===== config.mk =====
export PLATFORM = sky130hd
export DESIGN_NAME = sub_div_ctrl
export DESIGN_NICKNAME = d
export VERILOG_FILES = /design/src/rtl/sub_div_ctrl_pkg.sv /design/src/rtl/sub_div_step.sv /design/src/rtl/sub_div_ctrl.sv
export SDC_FILE = /design/constraint.sdc
export NUM_CORES = 1
export LEC_CHECK = 0
export CORE_ASPECT_RATIO = 1.75
export CORE_UTILIZATION = 36
export DETAILED_ROUTE_END_ITERATION = 7
export GPL_TIMING_DRIVEN = 0
export HOLD_SLACK_MARGIN = 0.15
export PLACE_DENSITY = 0.56
export SLEW_MARGIN = 20
export SYNTH_ARGS = -nofsm -noshare
export SYNTH_HDL_FRONTEND = slang
export SYNTH_SLANG_ARGS = --single-unit

===== constraint.sdc =====
create_clock -name clk -period 2.2 [get_ports clk]
set_input_delay 0.66 -clock clk [delete_from_list [all_inputs] [get_ports clk]]
set_output_delay 0.66 -clock clk [all_outputs]
set_load 0.1 [all_outputs]

===== src/rtl/sub_div_ctrl_pkg.sv =====
// -----------------------------------------------------------------------------
// sub_div_ctrl_pkg
// Shared types and constants for the 4-bit restoring divider controller.
//   WIDTH   : operand / result width
//   STEPS   : number of restoring steps per division (one per quotient bit)
//   state_e : controller states IDLE, CALC, DONE
//   step_t  : 3-bit step counter type
// -----------------------------------------------------------------------------
package sub_div_ctrl_pkg;

  localparam int WIDTH = 4;
  localparam int STEPS = 4;

  typedef enum logic [1:0] {
    IDLE = 2'd0,
    CALC = 2'd1,
    DONE = 2'd2
  } state_e;

  typedef logic [2:0] step_t;

endpackage


===== src/rtl/sub_div_step.sv =====
// -----------------------------------------------------------------------------
// sub_div_step
// Combinational single restoring-division step (MSB-first).
// Ports:
//   r_i            [4:0] current partial remainder R
//   dividend_bit_i       next dividend bit shifted into R
//   divisor_i      [3:0] divisor
//   r_next_o       [4:0] partial remainder after this step
//   q_bit_o              quotient bit produced by this step
// -----------------------------------------------------------------------------
module sub_div_step
  import sub_div_ctrl_pkg::*;
(
  input  logic [WIDTH:0]   r_i,
  input  logic             dividend_bit_i,
  input  logic [WIDTH-1:0] divisor_i,
  output logic [WIDTH:0]   r_next_o,
  output logic             q_bit_o
);

  logic [WIDTH:0]   r_shift_s;
  logic [WIDTH+1:0] diff_s;

  // Shifted remainder R' = {R[3:0], bit}.
  assign r_shift_s = {r_i[WIDTH-1:0], dividend_bit_i};

  // The subtraction uses the full {R, bit} so the MSB of diff_s acts as the
  // borrow. Because R < divisor always holds on entry, R[4] is zero and the
  // low five bits equal R' - divisor.
  assign diff_s   = {r_i, dividend_bit_i} - {2'b00, divisor_i};
  assign q_bit_o  = ~diff_s[WIDTH+1];
  assign r_next_o = q_bit_o ? diff_s[WIDTH:0] : r_shift_s;

endmodule


===== src/rtl/sub_div_ctrl.sv =====
// -----------------------------------------------------------------------------
// sub_div_ctrl
// 4-bit unsigned restoring divider: IDLE -> CALC (4 steps) -> DONE -> IDLE.
// Ports:
//   clk, rst         clock and synchronous active-high reset
//   start            begin a division (sampled only in IDLE)
//   dividend,divisor operands, captured on the accepted start edge
//   quotient         result, held until the next DONE entry
//   remainder        result, held until the next DONE entry
//   busy             high while in CALC
//   done             one-cycle pulse while in DONE
//   div_err          divide-by-zero flag, valid while done is high
// Configuration macro SUB_DIV_CTRL_ZERO_DETECT_EN: when defined, a zero divisor
// skips CALC and goes straight to DONE with div_err=1. When undefined, a zero
// divisor runs the normal four steps and div_err is tied low.
// -----------------------------------------------------------------------------
module sub_div_ctrl
  import sub_div_ctrl_pkg::*;
(
  input  logic             clk,
  input  logic             rst,
  input  logic             start,
  input  logic [WIDTH-1:0] dividend,
  input  logic [WIDTH-1:0] divisor,
  output logic [WIDTH-1:0] quotient,
  output logic [WIDTH-1:0] remainder,
  output logic             busy,
  output logic             done,
  output logic             div_err
);

  state_e           state_q, state_d;
  step_t            step_q, step_d;
  logic [WIDTH:0]   r_q, r_d;
  logic [WIDTH-1:0] a_q, a_d;       // dividend, shifted left one bit per step
  logic [WIDTH-1:0] b_q, b_d;
  logic [WIDTH-1:0] qsr_q, qsr_d;   // quotient shift register
  logic [WIDTH-1:0] quot_q, quot_d;
  logic [WIDTH-1:0] rem_q, rem_d;
  logic             busy_q, done_q;
`ifdef SUB_DIV_CTRL_ZERO_DETECT_EN
  logic             err_q, err_d;
`endif

  logic [WIDTH:0]   r_next_s;
  logic             q_bit_s;

  // The single step unit is shared by every CALC cycle; the current dividend
  // bit is always the MSB of the shifting operand register.
  sub_div_step u_step (
    .r_i            (r_q),
    .dividend_bit_i (a_q[WIDTH-1]),
    .divisor_i      (b_q),
    .r_next_o       (r_next_s),
    .q_bit_o        (q_bit_s)
  );

  // Next-state and datapath update logic.
  always_comb begin
    state_d = state_q;
    step_d  = step_q;
    r_d     = r_q;
    a_d     = a_q;
    b_d     = b_q;
    qsr_d   = qsr_q;
    quot_d  = quot_q;
    rem_d   = rem_q;
`ifdef SUB_DIV_CTRL_ZERO_DETECT_EN
    err_d   = err_q;
`endif
    case (state_q)
      IDLE: begin
        if (start) begin
          a_d    = dividend;
          b_d    = divisor;
          r_d    = '0;
          qsr_d  = '0;
          step_d = 3'd0;
`ifdef SUB_DIV_CTRL_ZERO_DETECT_EN
          if (divisor == 4'd0) begin
            state_d = DONE;
            quot_d  = 4'hF;
            rem_d   = dividend;
            err_d   = 1'b1;
          end else begin
            state_d = CALC;
          end
`else
          state_d = CALC;
`endif
        end else begin
          state_d = IDLE;
        end
      end
      CALC: begin
        r_d    = r_next_s;
        a_d    = {a_q[WIDTH-2:0], 1'b0};
        qsr_d  = {qsr_q[WIDTH-2:0], q_bit_s};
        step_d = step_q + 3'd1;
        if (step_q == step_t'(STEPS - 1)) begin
          // Last step: results become visible on the DONE-entry edge.
          state_d = DONE;
          quot_d  = {qsr_q[WIDTH-2:0], q_bit_s};
          rem_d   = r_next_s[WIDTH-1:0];
`ifdef SUB_DIV_CTRL_ZERO_DETECT_EN
          err_d   = 1'b0;
`endif
        end else begin
          state_d = CALC;
        end
      end
      DONE: begin
        state_d = IDLE;
      end
      default: begin
        state_d = IDLE;
      end
    endcase
  end

  // State, datapath and registered status outputs.
  always_ff @(posedge clk) begin
    if (rst) begin
      state_q <= IDLE;
      step_q  <= 3'd0;
      r_q     <= '0;
      a_q     <= '0;
      b_q     <= '0;
      qsr_q   <= '0;
      quot_q  <= '0;
      rem_q   <= '0;
      busy_q  <= 1'b0;
      done_q  <= 1'b0;
`ifdef SUB_DIV_CTRL_ZERO_DETECT_EN
      err_q   <= 1'b0;
`endif
    end else begin
      state_q <= state_d;
      step_q  <= step_d;
      r_q     <= r_d;
      a_q     <= a_d;
      b_q     <= b_d;
      qsr_q   <= qsr_d;
      quot_q  <= quot_d;
      rem_q   <= rem_d;
      busy_q  <= (state_d == CALC);
      done_q  <= (state_d == DONE);
`ifdef SUB_DIV_CTRL_ZERO_DETECT_EN
      err_q   <= err_d;
`endif
    end
  end

  assign quotient  = quot_q;
  assign remainder = rem_q;
  assign busy      = busy_q;
  assign done      = done_q;
`ifdef SUB_DIV_CTRL_ZERO_DETECT_EN
  assign div_err   = err_q;
`else
  assign div_err   = 1'b0;
`endif

endmodule


==> key figures, run 1 <==
Worst setup path
  – Startpoint types: register
  – Reg-to-reg slack, setup: 120 ps
  – Setup crit end kind: output port
  – Crit-path cells: dlygate4sd2_1
  – Bufs and invs on worst path: 1
  – Max stage delay on crit path: 860 ps
  – Delay-heaviest family, CP: buffers and inverters
  – CP required: 1540 ps
  – Crit path launch: remainder[0]
  – Reg-to-Reg End: r_q[0]
  – Reg2Reg Depth: 7
  – Crit-path slowest cell: dlygate4sd2_1
  – Worst EP arrival: 1470 ps
  – Crit path to: remainder[0]
  – CP max FO: 2
  – Total stage count of the critical path: 1
  – Crit path kind: reg2out
  – R2R Path Start: b_q[1]

Placed design
  – Port bufs: 20
  – DP Wirelength: 2570 µm
  – Worst slack, placed: -320 ps
  – Cell Area, Placed: 0.00172 mm²
  – GPL Wtd Cong: 0.811

STA
  – Final critical-path required period: 2130 ps
  – Unrepaired setup endpoints after global routing: false
  – Final WS setup: 66.6 ps
  – Final setup fails: 0
  – Slew HR: 36.6%
  – Post-route clock period utilization: 97.0%
  – Final Hold Viols: 0
  – Slew @ Worst Pin: 954 ps
  – Fmax: 469 MHz
  – Clock Skew: 4.93 ps
  – Max-slew violations: 0

Logic synthesis
  – Area leader, netlist: dfxtp_1
  – Top-count cell post-synth: nand2_1
  – Area fraction of the dominant cell type after synthesis: 42.5%
  – Netlist Area Pre-Place: 0.00146 mm²
  – Post-Syn Nets: 191
  – Synthesized instance count: 173
  – Post-Syn Area per Cell: 8.45 µm²
  – Synth Register Bits: 31
  – Warnings from Yosys: 0
  – Seq/Total Area, Yosys: 42.5%
  – Main flop type after synthesis: dfxtp_1
  – Distinct cells, synth: 39
  – FFs w/ async S/R, synth: 0%
  – Top cells by count, synth: 32 x nand2_1, 31 x dfxtp_1, 24 x nor2_1
  – Top cells by area, synth: dfxtp_1 42%, nand2_1 8.2%, nor2_1 6.2%
  – Post-synth EDFFs: 0

Cells and area
  – # diodes: 0
  – Nets: 217
  – Layout cell share with drive strength beyond 1: 9.50%
  – Post-layout instance area: 0.00182 mm²
  – Area delta synth->final: 24.3%
  – Fillers: 399

Clocking
  – Hold buffer count at cts: 0
  – Clock root buffer: clkbuf_8
  – CTS buffer count: 5
  – CTS Sinks: 31
  – Clk_lat worst skew: 280 ps
  – H-tree Lvls: 2
  – Clock transition at path regs: 60 ps
  – CTS tree: yes
  – Clock Path Buffers: 2

Global routing
  – Largest net degree at the start of global routing: 11
  – Gr usage total: 18.0%
  – Initial antenna violation count: 0
  – First-pass GRT wire length: 5840 µm
  – Congestion Overflow GR: 0
  – Vias in the first global route: 1335

Route
  – Final WL: 3370 µm
  – Routed len/inst: 13.6 µm
  – DR vias/cell: 5.17
  – DRT antenna net count: 0
  – DRC Markers: 0
  – Via count: 1281
  – First DRT Iteration DRCs: 30
  – Drt pass-1 iters: 4

Pwr
  – Power Density: 762 mW/mm²
  – Peak supply drop: 0.579 mV
  – Leakage: 0.702 nW

Floorplanning
  – Number of core rows: 30
  – Die Y: 86.3 µm
  – Initial Utilization: 37.8%
  – Die Wd: 50.2 µm
  – CORE AREA: 0.00387 mm²
  – Io pins: 22
  – Die Area: 0.00433 mm²

Hold path
  – Min-delay worst type: reg2reg

Run
  – Maxcap violations: 0

Run status
  – Status: finished, final reports clean
==> layer usage <==
layer  share of wire, %  vias to the layer above  global-route usage (%)
met5                  0                        -                       0
met4                1.7                        0                    7.01
met3                2.2                        5                    3.68
met2                 55                       16                    34.1
met1                 41                      604                    18.5
li1                   -                      656                       -
==> worst min-delay path by stage <==
| stage | from | endpoint | slack (ps) | cells past startpoint |
|---|---|---|---|---|
| detailed placement | b_q[2] | b_q[2] | 450 | 2 |
| CTS | quotient[2] | quotient[2] | 460 | 2 |
| floorplan | qsr_q[2] | quotient[3] | 430 | 2 |
| global placement | b_q[2] | b_q[2] | 450 | 2 |
| global route | quotient[1] | quotient[1] | 470 | 2 |
| finish | quotient[2] | quotient[2] | 450 | 2 |
==> cells in the final DEF, fill, tap and decap left out, drive strengths merged, types with 2 or more instances in the layout <==
cell type / n
nor3b: 2
a311oi: 5
xor2: 2
nor2: 24
clkdlybuf4s50: 10
o21a: 2
a31oi: 2
dfxtp: 31
dlygate4sd2: 10
clkbuf: 14
o2111ai: 2
ha: 6
o21ai: 4
buf: 2
nand2b: 2
inv: 6
a21oi: 14
nand2: 32
mux2i: 2
nand4b: 2
nand3b: 3
nand3: 4
nor2b: 2
==> area by class of cell <==
class / instances / area (µm²) / area share (%)
buffer: 8 / 35.0 / 1.93
tap: 48 / 60.1 / 3.31
sequential: 31 / 621 / 34.2
inverter: 6 / 22.5 / 1.24
timing repair buffer: 20 / 188 / 10.3
multi-input combinational: 127 / 791 / 43.5
clock buffer: 8 / 100 / 5.51
==> registers in the layout, summed over array words and instances (netlist names) <==
register	cells
a_q	4
b_q	4
busy	1
done	1
qsr_q	3
quotient	4
r_q	5
remainder	4
state_q	2
step_q	3
==> logic make-up (layout without fill, tap and decap cells) <==
group                    Yosys count  after routing  synth area share [%]
flip-flops                        31             31                  42.5
XOR/XNOR                           2              2                  1.20
AO/OA/AOI/OAI                     38             38                  19.3
adder cells (fa/ha/maj)            7              7                  6.51
AND/OR/NAND/NOR                   76             76                  23.9
multiplexers                       3              3                  2.14
other                              1              1                 0.257
buffers and inverters             15             42                  4.20
==> stage by stage <==
step                utilization [%]  total power, mW  std cells  TNS [ps]  hold WS (ps)
floorplan                         -            0.832        173         0           432
global placement               44.5            0.898        241     -2970           449
detailed placement             44.5            0.907        241     -3150           448
CTS                            46.9             1.39        249         0           456
global route                   47.0             1.46        248         0           471
finish                         47.0             1.38        248         0           453
==> repair_timing <==
item,in CTS,in global routing
setup buffers,0,0
setup endpoints to repair,15,11
gates cloned,0,0
pin swaps,0,0
gates resized for setup,11,2
==> power breakdown <==
part | total (mW) | leakage [nW] | switching [mW] | internal (mW)
logic | 0.293 | 0.398 | 0.169 | 0.124
registers | 0.606 | 0.253 | 0.0183 | 0.588
clock network | 0.486 | 0.0515 | 0.200 | 0.285
total | 1.38 | 0.702 | 0.388 | 0.997
(Power assumes the default switching activity.)
==> run 2: changes to the inputs <==
==> constraint.sdc (replaced) <==
create_clock -name clk -period 2.2 [get_ports clk]
set_input_delay 0.66 -clock clk [delete_from_list [all_inputs] [get_ports clk]]
set_output_delay 0.66 -clock clk [all_outputs]
set_load 0.02 [all_outputs]
==> run 2 against run 1 <==
Die area did not move. Critical path type is now reg2reg. Sequential power barely moved. Non-clock buffer count did not move. Count of clock-buffer cells in the layout did not move.
==> key figures, run 2 (synthesized netlist as in run 1, its figures left out) <==
STA
  – Unrepaired setup endpoints after global routing: false
  – Final setup fails: 0
  – Final Hold Viols: 0
  – Fmax: 481 MHz
  – Final WS setup: 119 ps
  – Final critical-path required period: 2080 ps
  – Clock Skew: 4.84 ps
  – Post-route clock period utilization: 94.6%
  – Max-slew violations: 0
  – TNS Setup: 0 ps

Worst setup path
  – Crit path kind: reg2reg
  – CP required: 2410 ps
  – Worst EP arrival: 2290 ps
  – Startpoint types: register
  – Setup crit end kind: register
  – CP max FO: 9

Clocking
  – Clock root buffer: clkbuf_8
  – Hold buffer count at cts: 0
  – CTS Sinks: 31
  – H-tree Lvls: 2
  – Clk_lat worst skew: 280 ps
  – Clock transition at path regs: 70 ps
  – Post-CTS Setup Inserts: 0
  – CTS buffer count: 5
  – CTS tree: yes
  – Clock Path Buffers: 2

Floorplanning
  – CORE AREA: 0.00387 mm²
  – Number of core rows: 30
  – Die Area: 0.00433 mm²
  – Die Wd: 50.2 µm
  – Io pins: 22
  – Initial Utilization: 37.8%
  – Die Y: 86.3 µm

Route
  – DRT antenna net count: 0
  – Via count: 1303
  – DR vias/cell: 5.25
  – Routed len/inst: 13.7 µm
  – Final WL: 3400 µm
  – DRC Markers: 0
  – Drt pass-1 iters: 4
  – First DRT Iteration DRCs: 31

Global routing
  – Largest net degree at the start of global routing: 11
  – Congestion Overflow GR: 0
  – Vias in the first global route: 1345
  – First-pass GRT wire length: 5830 µm
  – Initial antenna violation count: 0
  – Gr usage total: 17.9%

Pwr
  – Power Density: 749 mW/mm²
  – Leakage: 0.655 nW
  – Peak supply drop: 0.580 mV

Cells and area
  – Post-layout instance area: 0.00183 mm²
  – Largest register by flop count: r_q
  – Most frequent cells in the layout: 31 x nand2_1, 31 x dfxtp_1, 24 x nor2_1
  – Area delta synth->final: 25.2%
  – Layout cell share with drive strength beyond 1: 9.50%
  – Nets: 217
  – Register area: 621 µm²
  – # diodes: 0
  – Area of the multi-input gates: 791 µm²
  – Util after Layout: 47.3%
  – Flip-flop count of the largest register after layout: 5
  – Fillers: 396

Run
  – Maxcap violations: 0

Placed design
  – Cell Area, Placed: 0.00172 mm²
  – Worst slack, placed: -320 ps
  – DP Wirelength: 2570 µm
  – GPL Wtd Cong: 0.811
  – Port bufs: 20

Run status
  – Status: finished, final reports clean

Hold path
  – Min-delay worst type: reg2reg
## run 2: cell count changes in the layout (fill, tap and decap cells not counted)
cell / previous run / this run
clkdlybuf4s50_1: 10 / 20
dlygate4sd2_1: 10 / 0
## run 2: final cells by class
type                       instances  share of cell area [%]
multi-input combinational        127                    43.2
timing repair buffer              20                    10.9
clock buffer                       8                    5.47
inverter                           6                    1.23
sequential                        31                    33.9
tap                               48                    3.28
buffer                             8                    1.92
## run 2: what timing repair did
action                                  CTS  global route
gates cloned                              0             0
endpoints found under the setup margin    5            11
resized for setup                         1             2
## run 2: critical path: stages, from the launching register on
cell and delay (ps):
dfxtp_1 340, inv_1 80, ha_1 200, or2_1 270
o221a_4 250, o211ai_4 360, mux2_2 370, o21ai_0 130
## run 2: path summary, 6_finish.rpt
| path | slack (ps) | endpoint | from | depth (start not counted) |
|---|---|---|---|---|
| setup / recovery | 120 | r_q[0] | b_q[1] | 7 |
| hold / removal | 450 | b_q[2] | b_q[2] | 2 |
| setup reg to reg | 120 | r_q[0] | b_q[1] | 7 |
| hold reg to reg | 450 | b_q[2] | b_q[2] | 2 |
## run 2: power by group
| part | total [mW] | switching, mW | internal [mW] |
|---|---|---|---|
| Combinational | 0.278 | 0.152 | 0.125 |
| Sequential | 0.606 | 0.0183 | 0.588 |
| Clock | 0.486 | 0.201 | 0.285 |
## run 2: per-stage QoR
step                      hold slack [ps]  total power [mW]  instances
after global routing                  474              1.44        248
after CTS                             457              1.38        249
after floorplan                       432             0.816        173
final                                 454              1.37        248
after detailed placement              448             0.890        241
after global placement                449             0.882        241
## run 2: metal layers
metal	up-vias	GRT usage [%]	part of all wire [%]
li1	657	-	-
met1	614	18.5	39
met2	27	33.9	56
met3	5	3.68	3.1
met4	0	7.01	1.7
met5	-	0	0
